===== src/rtl/vending_machine_multi.sv =====
// Multi-product vending controller: credit collection, greedy one-coin-per-cycle change payout.
// Optional per-item stock counters are enabled with `define STOCK_COUNT_EN.
module vending_machine_multi #(
  parameter int                    N_ITEMS     = 4,
  parameter int                    MW          = 8,
  parameter logic [MW-1:0]         COIN0_VAL   = 1,
  parameter logic [MW-1:0]         COIN1_VAL   = 2,
  parameter logic [MW-1:0]         COIN2_VAL   = 5,
  parameter logic [N_ITEMS*MW-1:0] PRICE_TABLE = {8'd12, 8'd7, 8'd5, 8'd3},
  parameter int                    STOCK_INIT  = 4,
  localparam int                   SEL_W       = (N_ITEMS > 1) ? $clog2(N_ITEMS) : 1
) (
  input  logic             clk,
  input  logic             reset,
  input  logic [2:0]       i_coin,
  input  logic [SEL_W-1:0] i_sel,
  input  logic             i_confirm,
  input  logic             i_cancel,
  input  logic             i_finish,
  output logic [MW-1:0]    o_price,
  output logic [MW-1:0]    o_money,
  output logic [MW-1:0]    o_change,
  output logic [2:0]       o_change_coin,
  output logic             o_ready,
  output logic             o_goods,
  output logic             o_coin_reject,
  output logic             o_sold_out
);
  localparam logic [1:0] S_IDLE    = 2'd0;
  localparam logic [1:0] S_COLLECT = 2'd1;
  localparam logic [1:0] S_VEND    = 2'd2;
  localparam logic [1:0] S_PAYOUT  = 2'd3;

  if (COIN0_VAL == '0 || STOCK_INIT < 0) begin : g_cfg_check
    $error("vending_machine_multi: COIN0_VAL must be >= 1 and STOCK_INIT >= 0");
  end

  logic [1:0]    state_q, state_d;
  logic [MW-1:0] money_q, money_d;
  logic [MW-1:0] change_q, change_d;
  logic [MW-1:0] price_q, price;
  logic          reject_q, reject_d;
  logic [MW-1:0] coin_val;
  logic [MW:0]   coin_sum;
  logic [2:0]    pay_coin;
  logic          sel_valid, coin_onehot, coin_fits, coin_taken, buy_ok, sold_out;

  always_comb begin
    price     = '0;
    sel_valid = 1'b0;
    for (int i = 0; i < N_ITEMS; i++) begin
      if (i_sel == SEL_W'(i)) begin
        price     = PRICE_TABLE[i*MW +: MW];
        sel_valid = 1'b1;
      end
    end
  end

  always_comb begin
    coin_onehot = 1'b1;
    case (i_coin)
      3'b001:  coin_val = COIN0_VAL;
      3'b010:  coin_val = COIN1_VAL;
      3'b100:  coin_val = COIN2_VAL;
      default: begin
        coin_val    = '0;
        coin_onehot = 1'b0;
      end
    endcase
  end

  // Carry out of the sum means the credit would exceed the register range.
  assign coin_sum  = {1'b0, money_q} + {1'b0, coin_val};
  assign coin_fits = coin_onehot && !coin_sum[MW];
  assign buy_ok    = i_confirm && sel_valid && !sold_out && (money_q >= price);

  always_comb begin
    state_d    = state_q;
    money_d    = money_q;
    change_d   = change_q;
    coin_taken = 1'b0;
    pay_coin   = 3'b000;
    case (state_q)
      S_IDLE: begin
        if (coin_fits) begin
          money_d    = coin_sum[MW-1:0];
          coin_taken = 1'b1;
          state_d    = S_COLLECT;
        end
      end
      S_COLLECT: begin
        if (i_cancel) begin
          change_d = money_q;
          money_d  = '0;
          state_d  = S_PAYOUT;
        end else if (buy_ok) begin
          change_d = money_q - price;
          money_d  = '0;
          state_d  = S_VEND;
        end else if (coin_fits) begin
          money_d    = coin_sum[MW-1:0];
          coin_taken = 1'b1;
        end
      end
      S_VEND: begin
        if (i_finish) state_d = S_PAYOUT;
      end
      S_PAYOUT: begin
        if (change_q >= COIN2_VAL) begin
          pay_coin = 3'b100;
          change_d = change_q - COIN2_VAL;
        end else if (change_q >= COIN1_VAL) begin
          pay_coin = 3'b010;
          change_d = change_q - COIN1_VAL;
        end else if (change_q >= COIN0_VAL) begin
          pay_coin = 3'b001;
          change_d = change_q - COIN0_VAL;
        end else begin
          change_d = '0;
          state_d  = S_IDLE;
        end
      end
      default: state_d = S_IDLE;
    endcase
  end

  assign reject_d = (i_coin != 3'b000) && !coin_taken;

  always_ff @(posedge clk or negedge reset) begin
    if (!reset) begin
      state_q  <= S_IDLE;
      money_q  <= '0;
      change_q <= '0;
      price_q  <= '0;
      reject_q <= 1'b0;
    end else begin
      state_q  <= state_d;
      money_q  <= money_d;
      change_q <= change_d;
      price_q  <= price;
      reject_q <= reject_d;
    end
  end

`ifdef STOCK_COUNT_EN
  logic [MW-1:0] stock_q [N_ITEMS];
  logic          vend_start;

  assign vend_start = (state_q == S_COLLECT) && !i_cancel && buy_ok;

  always_comb begin
    sold_out = 1'b0;
    for (int i = 0; i < N_ITEMS; i++) begin
      if (i_sel == SEL_W'(i)) sold_out = (stock_q[i] == '0);
    end
  end

  always_ff @(posedge clk or negedge reset) begin
    if (!reset) begin
      for (int i = 0; i < N_ITEMS; i++) stock_q[i] <= MW'(STOCK_INIT);
    end else if (vend_start) begin
      for (int i = 0; i < N_ITEMS; i++) begin
        if (i_sel == SEL_W'(i)) stock_q[i] <= stock_q[i] - MW'(1);
      end
    end
  end
`else
  assign sold_out = 1'b0;
`endif

  assign o_price       = price_q;
  assign o_money       = money_q;
  assign o_change      = change_q;
  assign o_change_coin = pay_coin;
  assign o_ready       = (state_q == S_IDLE);
  assign o_goods       = (state_q == S_VEND);
  assign o_coin_reject = reject_q;
  assign o_sold_out    = sold_out;
endmodule


===== config.mk =====
export PLATFORM = sky130hd
export DESIGN_NAME = vending_machine_multi
export DESIGN_NICKNAME = d
export VERILOG_FILES = /design/src/rtl/vending_machine_multi.sv
export SDC_FILE = /design/constraint.sdc
export NUM_CORES = 1
export LEC_CHECK = 0
export BUFFER_PORTS_ARGS = -buffer_cell sky130_fd_sc_hd__buf_2
export CAP_MARGIN = 20
export CELL_PAD_IN_SITES_DETAIL_PLACEMENT = 1
export CELL_PAD_IN_SITES_GLOBAL_PLACEMENT = 2
export CORE_MARGIN = 2
export CORE_UTILIZATION = 34
export CTS_BUF_LIST = sky130_fd_sc_hd__clkbuf_2
export CTS_CLUSTER_DIAMETER = 50
export DETAILED_ROUTE_END_ITERATION = 10
export GPL_TIMING_DRIVEN = 0
export PLACE_DENSITY = 0.93
export SYNTH_ARGS = -nofsm -noshare
export SYNTH_HDL_FRONTEND = slang
export SYNTH_SLANG_ARGS = --single-unit

===== constraint.sdc =====
create_clock -name clk -period 2.8 [get_ports clk]
set_input_delay 0.56 -clock clk [delete_from_list [all_inputs] [get_ports clk]]
set_output_delay 0.56 -clock clk [all_outputs]
set_load 0.01 [all_outputs]

# Word level (Yosys, flattened, before mapping)
# Index checks and enable logic that the tools add are counted.
# word_totals
register_bits	27
latchBits	0
ram_bits	0
mem_bits_ro	0
inputBits	10
out_inout_bits	31
wordCells	79
mem_count	0
# classes
n_addsub	5
mul	0
n_div	0
magnitude_cmp	4
n_eq_ne	15
n_shift	0
mux	36
bitwise_logic	0
n_reduce_logical	14
# op_table
operator	n
$mux W8	9
$pmux W8 S2	2
$mux W2	9
$mux W3	4
$add A8 B8 Y9	1
$mux W1	9
$pmux W3 S3	1
$eq A2 B2 Y1 const B	4
$ge A8 B1 Y1 const B	1
$ge A8 B2 Y1 const B	1
$ge A8 B3 Y1 const B	1
$ge A8 B8 Y1	1
$ne A2 B2 Y1 const B	4
$pmux W2 S4	1
$sub A8 B1 Y8 const B	1
$sub A8 B2 Y8 const B	1
$sub A8 B3 Y8 const B	1
$sub A8 B8 Y8	1
$reduce_and A6 Y1	1
$eq A2 B1 Y1 const B	2
$logic_and A1 B1 Y1	4
$logic_not A2 Y1	2
$reduce_bool A2 Y1	2
$eq A3 B1 Y1 const B	1
other kinds (9)	10

# Logic depth before layout (Yosys ltp)
# Gate-level depths: netlist of run 1.
# depth
word_depth	12
mapped_depth	11
ltp_nobuf	10

# Worst setup path before layout of run 1
# Ideal clock, no wire load.
# synth_path
path_kind	input-to-reg
startpoint	in i_sel[1]
endpoint	reg change_q[7] (netlist: o_change[7])
setup_time_ns	0.066
t_arrival_ns	2.490
t_required_ns	2.734
slack_ns	0.245
cell_stages	9
path_buffers	0
cell_sequence	or2_2 -> inv_1 -> ha_1 -> a41o_1 -> or2_2 -> o31ai_1 -> a21oi_1 -> o22ai_1 -> o21a_1
# synth_between
elab_chain_len	9
word_cells_on_any_way	21
cone_classes	1 x add/sub; 1 x order compare; 4 x eq/ne; 11 x mux; 4 x reduce/logical
# synth_rtl
item	line	source
from (decl)	16	input logic [SEL_W-1:0] i_sel,
$logic_not A2 Y1	52	if (i_sel == SEL_W'(i)) begin
$mux W2 / $mux W1 (equally long branches)	52	
$mux W3 / $mux W1 (equally long branches) (2 in a row)	52	
$mux W8 / $mux W1 (equally long branches)	52	
$sub A8 B8 Y8, or another cell as far along	97	change_d = money_q - price;
$mux W8 / $logic_and A1 B1 Y1 (equally long branches)	96, 75	
$mux W8 / $ne A3 B3 Y1 (equally long branches)	-	
$pmux W8 S2 / $reduce_and A2 Y1 (equally long branches)	-	
to (signal assigned)	139	change_q <= change_d;
to (decl)	40	logic [MW-1:0] change_q, change_d;
# Several ways; a longest one is shown, not always the timed one. The select of a mux whose other input is x is not followed.
# A chain may end at the register's enable or synchronous reset.

# Worst setup path in the final report of run 1
# layout_path
startpoint	reg change_q[6] (netlist: o_change[6])
endpoint	out o_change_coin[2]
# layout_between
elab_chain_len	3
# layout_rtl
item	line	source
$ge A8 B3 Y1	109	if (change_q >= COIN2_VAL) begin
$mux W3	109	
$mux W3	83	case (state_q)
to (decl)	23	output logic [2:0] o_change_coin,
# Every way passes these cells.

==> results by group, run 1 <==
Global route
  • First-pass GRT wire length: between 10,000 and 15,000 µm
  • Antenna violations before repair: 0
  • Vias in the first global route: ~2,100
  • Pin count of the biggest net entering global routing: 24
  • Remaining global-route overflow: 0
  • Total GRT Usage: ~20%

Drt
  • Drt total wl: about 6300 µm
  • Via density per instance: approximately 5.4
  • Drt wl/cell: approximately 17 µm
  • ANT nets after route: 0
  • Pre-Repair DR Iteration Count: 4
  • Vias: roughly 2,000
  • DRT iter0 DRCs: 86
  • Residual DRC: 0

Cells and area
  • ANT cells: 0
  • Sequential Area: 576.8 µm²
  • Filler-free cell count of the finished design: between 300 and 400
  • Finished Cell Area: about 2500 µm²
  • Nets: approximately 330
  • Fill cells: ~740
  • Synthesis-to-finish area growth: 21.89%
  • Footprint of the multi-input gates: ~1400 µm²
  • Share of layout cells above drive strength 1: slightly below 30%

Power
  • Int Power: 0.001196 W
  • Net switching power: between 0.001 and 0.0015 W
  • VDD IR max: roughly 0.45 mV
  • Sequential power share: a little under a quarter
  • Tot Pwr: 0.002409 W
  • LEAKAGE: ~1.2 nW
  • Power per cell area: between 900 and 1000 nW/µm²
  • Combinational share of power: 69.8%
  • Clock power share: approximately 6.8%
  • Sw Share: roughly half

Yosys
  • Synth unique cells: 59
  • Post-synthesis xor/xnor area fraction: 6.699%
  • Synth Cell Area: around 2100 µm²
  • Post-synth EDFFs: 0
  • Synth Register Bits: 23
  • Mux cell area share after synthesis: between 1 and 1.5%
  • Asr flop ratio synth: 100.0%
  • Post-Syn Instances: 243
  • Most used DFF post-synth: dfrtp_1
  • YS warnings: 0
  • Part of the Yosys area used for sequential elements: between 20% and 30%
  • Combinational family with the most area after synthesis: compound AO/OA/AOI/OAI gates
  • Mapped Avg Cell Area: 8.609 µm²
  • Synth Area in Compound Gates: around a quarter
  • Synth Area in Adders: ~13%
  • Simple-gate portion of the synthesized area: 18.60%

STA
  • Final hold viol count: 0
  • Worst Tran Pin Value: around 0.57 ns
  • Final Slew Violations: 0
  • Setup TNS: 0 ns
  • Final min period: 2.749 ns
  • Relative slew slack: between 60% and 70%
  • Maximum clock frequency: between 300 and 400 MHz
  • Final setup viols: 0
  • Tcrit/Tclk final: a little over nine tenths
  • Worst hold slack: slightly below 0.09 ns
  • Unrepaired setup endpoints after global routing: yes
  • Worst Skew: between 0.02 and 0.025 ns

Setup path
  • Worst Path Arrival: approximately 2.2 ns
  • WP data required: between 2 and 2.5 ns
  • Worst Setup Start Kind: flip-flop
  • Critical Path Sink Type: primary output
  • Max Fanout on Critical Path: 4
  • CP Class: reg2out

Floorplanning
  • Total I/O pin count: 41
  • Chip width: roughly 80 µm
  • CORE AREA: a little under 6000 µm²
  • Die Y: between 80 and 90 µm
  • FP Rows: 28
  • Starting density of the core: around 35%
  • Die area: about 6800 µm²

Placement
  • HPWL Detailed: ~4600 µm
  • Cell count after placement: between 300 and 400
  • GP Congestion: approximately 0.78
  • I/O Buffers: 35
  • Placed inst area: about 2400 µm²

Clocking
  • Hold_buf cts: 0
  • CTS tree: yes
  • TritonCTS Buffers: 3
  • H-Tree Level Count: 1
  • Root buf cell: clkbuf_2
  • Clock sink count: 23
  • CTS max path bufs: 2
  • Clock Latency Late Sink: 0.40 ns
  • Clock slew at reported path FFs: between 0.2 and 0.3 ns

Outcome
  • Status: complete, no violations

Min path
  • HP Class: in2async

Job
  • Max_cap viols: 0
[layout by cell type (no fill, tap or decap), types with 4 or more instances in the layout]
cell,netlist,layout
nand2_1,15,15
nor2_1,22,21
ha_1,18,16
clkbuf_1,7,6
buf_4,5,20
a21oi_1,15,15
xor2_1,4,4
dfrtp_1,23,22
conb_1,1,5
inv_1,12,11
nor3_1,8,8
buf_6,5,5
a211oi_1,4,4
nor4_1,7,7
buf_2,3,35
xnor2_1,12,12
o21ai_0,13,13
[what timing repair did]
item | 4_1_cts | 5_1_grt
setup buffers | 12 | 3
endpoints found under the setup margin | 3 | 11
gates resized for setup | 11 | 9
pin swaps | 3 | 4
[area by class of cell]
cell class	instances	share of cell area [%]
buffer	16	3.827
tap	75	3.680
clock inverter	1	0.2944
multi-input combinational	190	54.81
clock buffer	3	0.5888
inverter	14	2.159
sequential	23	22.62
timing repair buffer	50	12.02
[metrics by stage]
step,util [%],setup slack (ns)
2_1_floorplan,-,0.2446
3_3_place_gp,40.13,-0.2588
3_5_place_dp,40.13,-0.3171
4_1_cts,42.71,-0.03243
5_1_grt,43.07,-0.02840
6_report,43.07,0.05125
[final timing paths]
check / to / from / slack, ns / depth (start not counted)
min reg2reg: state_q[0] / state_q[0] / 0.54 / 1
min in group clk: o_price[1] / i_sel[0] / 0.33 / 2
min: o_money[5] / reset / 0.09 / 1
max reg2reg: o_change[4] / o_money[0] / 0.16 / 10
max in group asynchronous: o_change[0] / reset / 2.32 / 1
max: o_change_coin[2] / o_change[6] / 0.05 / 7
[power by group through the flow]
stage | clock [W] | combinational [W] | sequential [W]
floorplan | 0 | 0.00106 | 0.000581
global placement | 0 | 0.00145 | 0.000563
detailed placement | 0 | 0.00151 | 0.000569
CTS | 0.000169 | 0.00168 | 0.000554
global route | 0.000180 | 0.00188 | 0.000580
finish | 0.000164 | 0.00168 | 0.000563
[state kept, by name (all words and copies together) (netlist names)]
name and flops:
o_change 8, o_coin_reject 1, o_money 8, o_price 4
state_q 2
[worst max-delay path: stages (launching register included)]
cell      delay (ns)
dfrtp_1         0.45
buf_6           0.12
or4_4           0.50
a211oi_4        0.32
buf_6           0.15
or2b_4          0.11
inv_2           0.04
buf_6           0.11
[Yosys cell counts, types with 3 or more instances]
cell | count | area, µm²
inv_1 | 12 | 45.04
nor2b_1 | 4 | 25.02
nand2_1 | 15 | 56.30
xor2_1 | 4 | 35.03
o21a_1 | 3 | 22.52
mux2i_1 | 3 | 30.03
xnor2_1 | 12 | 105.1
nor4_1 | 7 | 43.79
o21bai_1 | 3 | 22.52
nor3_1 | 8 | 40.04
o21ai_0 | 13 | 65.06
a31oi_1 | 3 | 18.77
buf_6 | 5 | 56.30
buf_4 | 5 | 37.54
a21oi_1 | 15 | 75.07
ha_1 | 18 | 225.2
clkbuf_1 | 7 | 26.28
a211oi_1 | 4 | 30.03
nor2_1 | 22 | 82.58
o211ai_1 | 3 | 22.52
dfrtp_1 | 23 | 575.6
buf_2 | 3 | 15.01
[routing by layer]
metal | vias up | part of all wire, % | track usage [%]
li1 | 969 | - | -
met4 | 0 | 0.94 | 4.833
met1 | 1004 | 46 | 26.31
met3 | 5 | 3.4 | 2.391
met5 | - | 0 | 0
met2 | 40 | 49 | 34.76
[cells by family after synthesis]
family / Yosys count
simple gates: 75
compound gates: 71
buf+inv: 34
flops: 23
fa+ha+maj: 20
xor+xnor: 16
mux: 3
other cells: 1
Note: power is estimated with default switching activity, not from simulation.
==> inputs of run 2 (changes only) <==
- RECOVER_POWER: not set -> 25
==> run 2 against run 1 <==
Non-clock buffer count unchanged. Cell count did not move. Critical path depth stayed put. Combinational power is essentially flat. Wire length is essentially flat. Clock skew unchanged. Utilization barely moved. Setup slack is the same. Critical path type unchanged.
==> results by group, run 2 (synthesis results as in run 1) <==
STA
  • Unrepaired setup endpoints after global routing: yes
  • Tcrit/Tclk final: 98.17% (unchanged)
  • Final min period: 2.749 ns (unchanged)
  • Relative slew slack: 8.787% (-53 points)
  • Final setup viols: 0 (unchanged)
  • Worst Skew: 0.02114 ns (unchanged)
  • Maximum clock frequency: 363.8 MHz (unchanged)
  • Final hold viol count: 0 (unchanged)
  • Setup TNS: 0 ns (unchanged)
  • Final Slew Violations: 0 (unchanged)
  • Worst Tran Pin Value: 1.368 ns (+0.7963 ns)

Drt
  • Drt total wl: 6257 µm (about the same)
  • Drt wl/cell: 16.82 µm (about the same)
  • DRT iter0 DRCs: 87 (+1.2%)
  • Vias: 2,018 (unchanged)
  • ANT nets after route: 0 (unchanged)
  • Via density per instance: 5.425 (unchanged)
  • Pre-Repair DR Iteration Count: 4 (unchanged)
  • Residual DRC: 0 (unchanged)

Floorplanning
  • Starting density of the core: 35.33% (unchanged)
  • CORE AREA: 5921 µm² (unchanged)
  • Total I/O pin count: 41 (unchanged)
  • Chip width: 82.44 µm (unchanged)
  • FP Rows: 28 (unchanged)
  • Die Y: 82.44 µm (unchanged)
  • Die area: 6796 µm² (unchanged)

Cells and area
  • Sequential Area: 576.8 µm² (unchanged)
  • Commonest non-fill, non-tap cell in the layout: buf_2
  • Nets: 328 (unchanged)
  • Commonest non-fill, non-tap cells in the layout: buf_2 (33), dfrtp_1 (22), nor2_1 (21)
  • Synthesis-to-finish area growth: 21.77% (about the same)
  • ANT cells: 0 (unchanged)
  • Footprint of the multi-input gates: 1398 µm² (unchanged)
  • Finished Cell Area: 2547 µm² (about the same)
  • Share of layout cells above drive strength 1: 28.62% (-0.67 points)
  • Fill cells: 743 (unchanged)

Clocking
  • CTS tree: yes
  • Clock slew at reported path FFs: 0.29 ns (about the same)
  • H-Tree Level Count: 1 (unchanged)
  • TritonCTS Buffers: 3 (unchanged)
  • Clock sink count: 23 (unchanged)
  • Root buf cell: clkbuf_2
  • Clock Latency Late Sink: 0.40 ns (about the same)
  • Hold_buf cts: 0 (unchanged)
  • CTS max path bufs: 2 (unchanged)

Setup path
  • CP most frequent cell: buf_6
  • Worst Path Arrival: 2.19 ns (about the same)
  • Max Fanout on Critical Path: 4 (unchanged)
  • Worst Setup Start Kind: flip-flop
  • Worst Path Buf+Inv: 4 (unchanged)
  • CP Class: reg2out
  • WP data required: 2.24 ns (about the same)
  • Top delay family on crit path: simple AND/OR/NAND/NOR gates
  • Worst path slowest cell: or4_4
  • Largest stage delay, worst path: 0.50 ns (about the same)
  • CP Cell Sequence: buf_6 > or4_4 > a211oi_4 > buf_6 > or2b_4 > inv_2 > buf_6
  • Critical Path Sink Type: primary output

Placement
  • GP Congestion: 0.7820 (unchanged)
  • I/O Buffers: 35 (unchanged)
  • Placed inst area: 2376 µm² (unchanged)
  • HPWL Detailed: 4591 µm (unchanged)

Outcome
  • Status: complete, no violations

Job
  • Max_cap viols: 0 (unchanged)

Power
  • Power per cell area: 945.6 nW/µm² (about the same)
  • LEAKAGE: 1.197 nW (-0.46%)
  • VDD IR max: 0.4467 mV (about the same)

Global route
  • Vias in the first global route: 2,098 (unchanged)
  • Remaining global-route overflow: 0 (unchanged)
  • First-pass GRT wire length: 10,400 µm (unchanged)
  • Pin count of the biggest net entering global routing: 24 (unchanged)
  • Antenna violations before repair: 0 (unchanged)
  • Total GRT Usage: 20.00% (unchanged)

Min path
  • HP Class: in2reg
[run 2: worst paths after layout]
path                       cells after the start   startpoint          endpoint  slack (ns)
setup / recovery                               7  o_change[6]  o_change_coin[2]        0.05
hold / removal                                 2     i_sel[1]        o_price[2]        0.35
setup reg to reg                              10   o_money[0]       o_change[4]        0.16
hold reg to reg                                1   state_q[0]        state_q[0]        0.54
max in group asynchronous                      1        reset       o_change[0]        1.54
min in group asynchronous                      1        reset        o_money[5]        0.40
[run 2: where the power goes]
group	switching, W	internal (W)	total, W
logic	0.000954	0.000728	0.00168
clock network	0.000131	0.0000330	0.000164
registers	0.000127	0.000435	0.000563
total	0.00121	0.00120	0.00241
[run 2: per-stage QoR]
| step | util, % | power (W) | std cells | hold WS, ns | worst slack [ns] |
|---|---|---|---|---|---|
| global route | 43.03 | 0.002638 | 372 | 0.3403 | -0.02840 |
| global placement | 40.13 | 0.002014 | 357 | 0.5052 | -0.2588 |
| floorplan | - | 0.001646 | 247 | 0.2644 | 0.2446 |
| CTS | 42.71 | 0.002401 | 372 | 0.1107 | -0.03243 |
| detailed placement | 40.13 | 0.002078 | 357 | 0.5182 | -0.3171 |
| finish | 43.03 | 0.002409 | 372 | 0.3510 | 0.05125 |
[run 2: cell type report]
type / count / area share (%)
tap: 75 / 3.684
inverter: 14 / 2.161
buffer: 16 / 3.831
multi-input combinational: 190 / 54.86
timing repair buffer: 50 / 11.94
clock inverter: 1 / 0.2947
clock buffer: 3 / 0.5894
sequential: 23 / 22.64
[run 2: repair_timing]
action,CTS,global route
resized for setup,11,9
buffers inserted,12,3
pin swaps,3,4
setup endpoints to repair,3,11
[run 2: metal layers]
layer | up-vias | wire length, µm | GRT usage, %
met5 | - | 0 | 0
met3 | 5 | 213 | 2.391
met4 | 0 | 59 | 4.833
li1 | 969 | - | -
met2 | 40 | 3093 | 34.76
met1 | 1004 | 2891 | 26.31
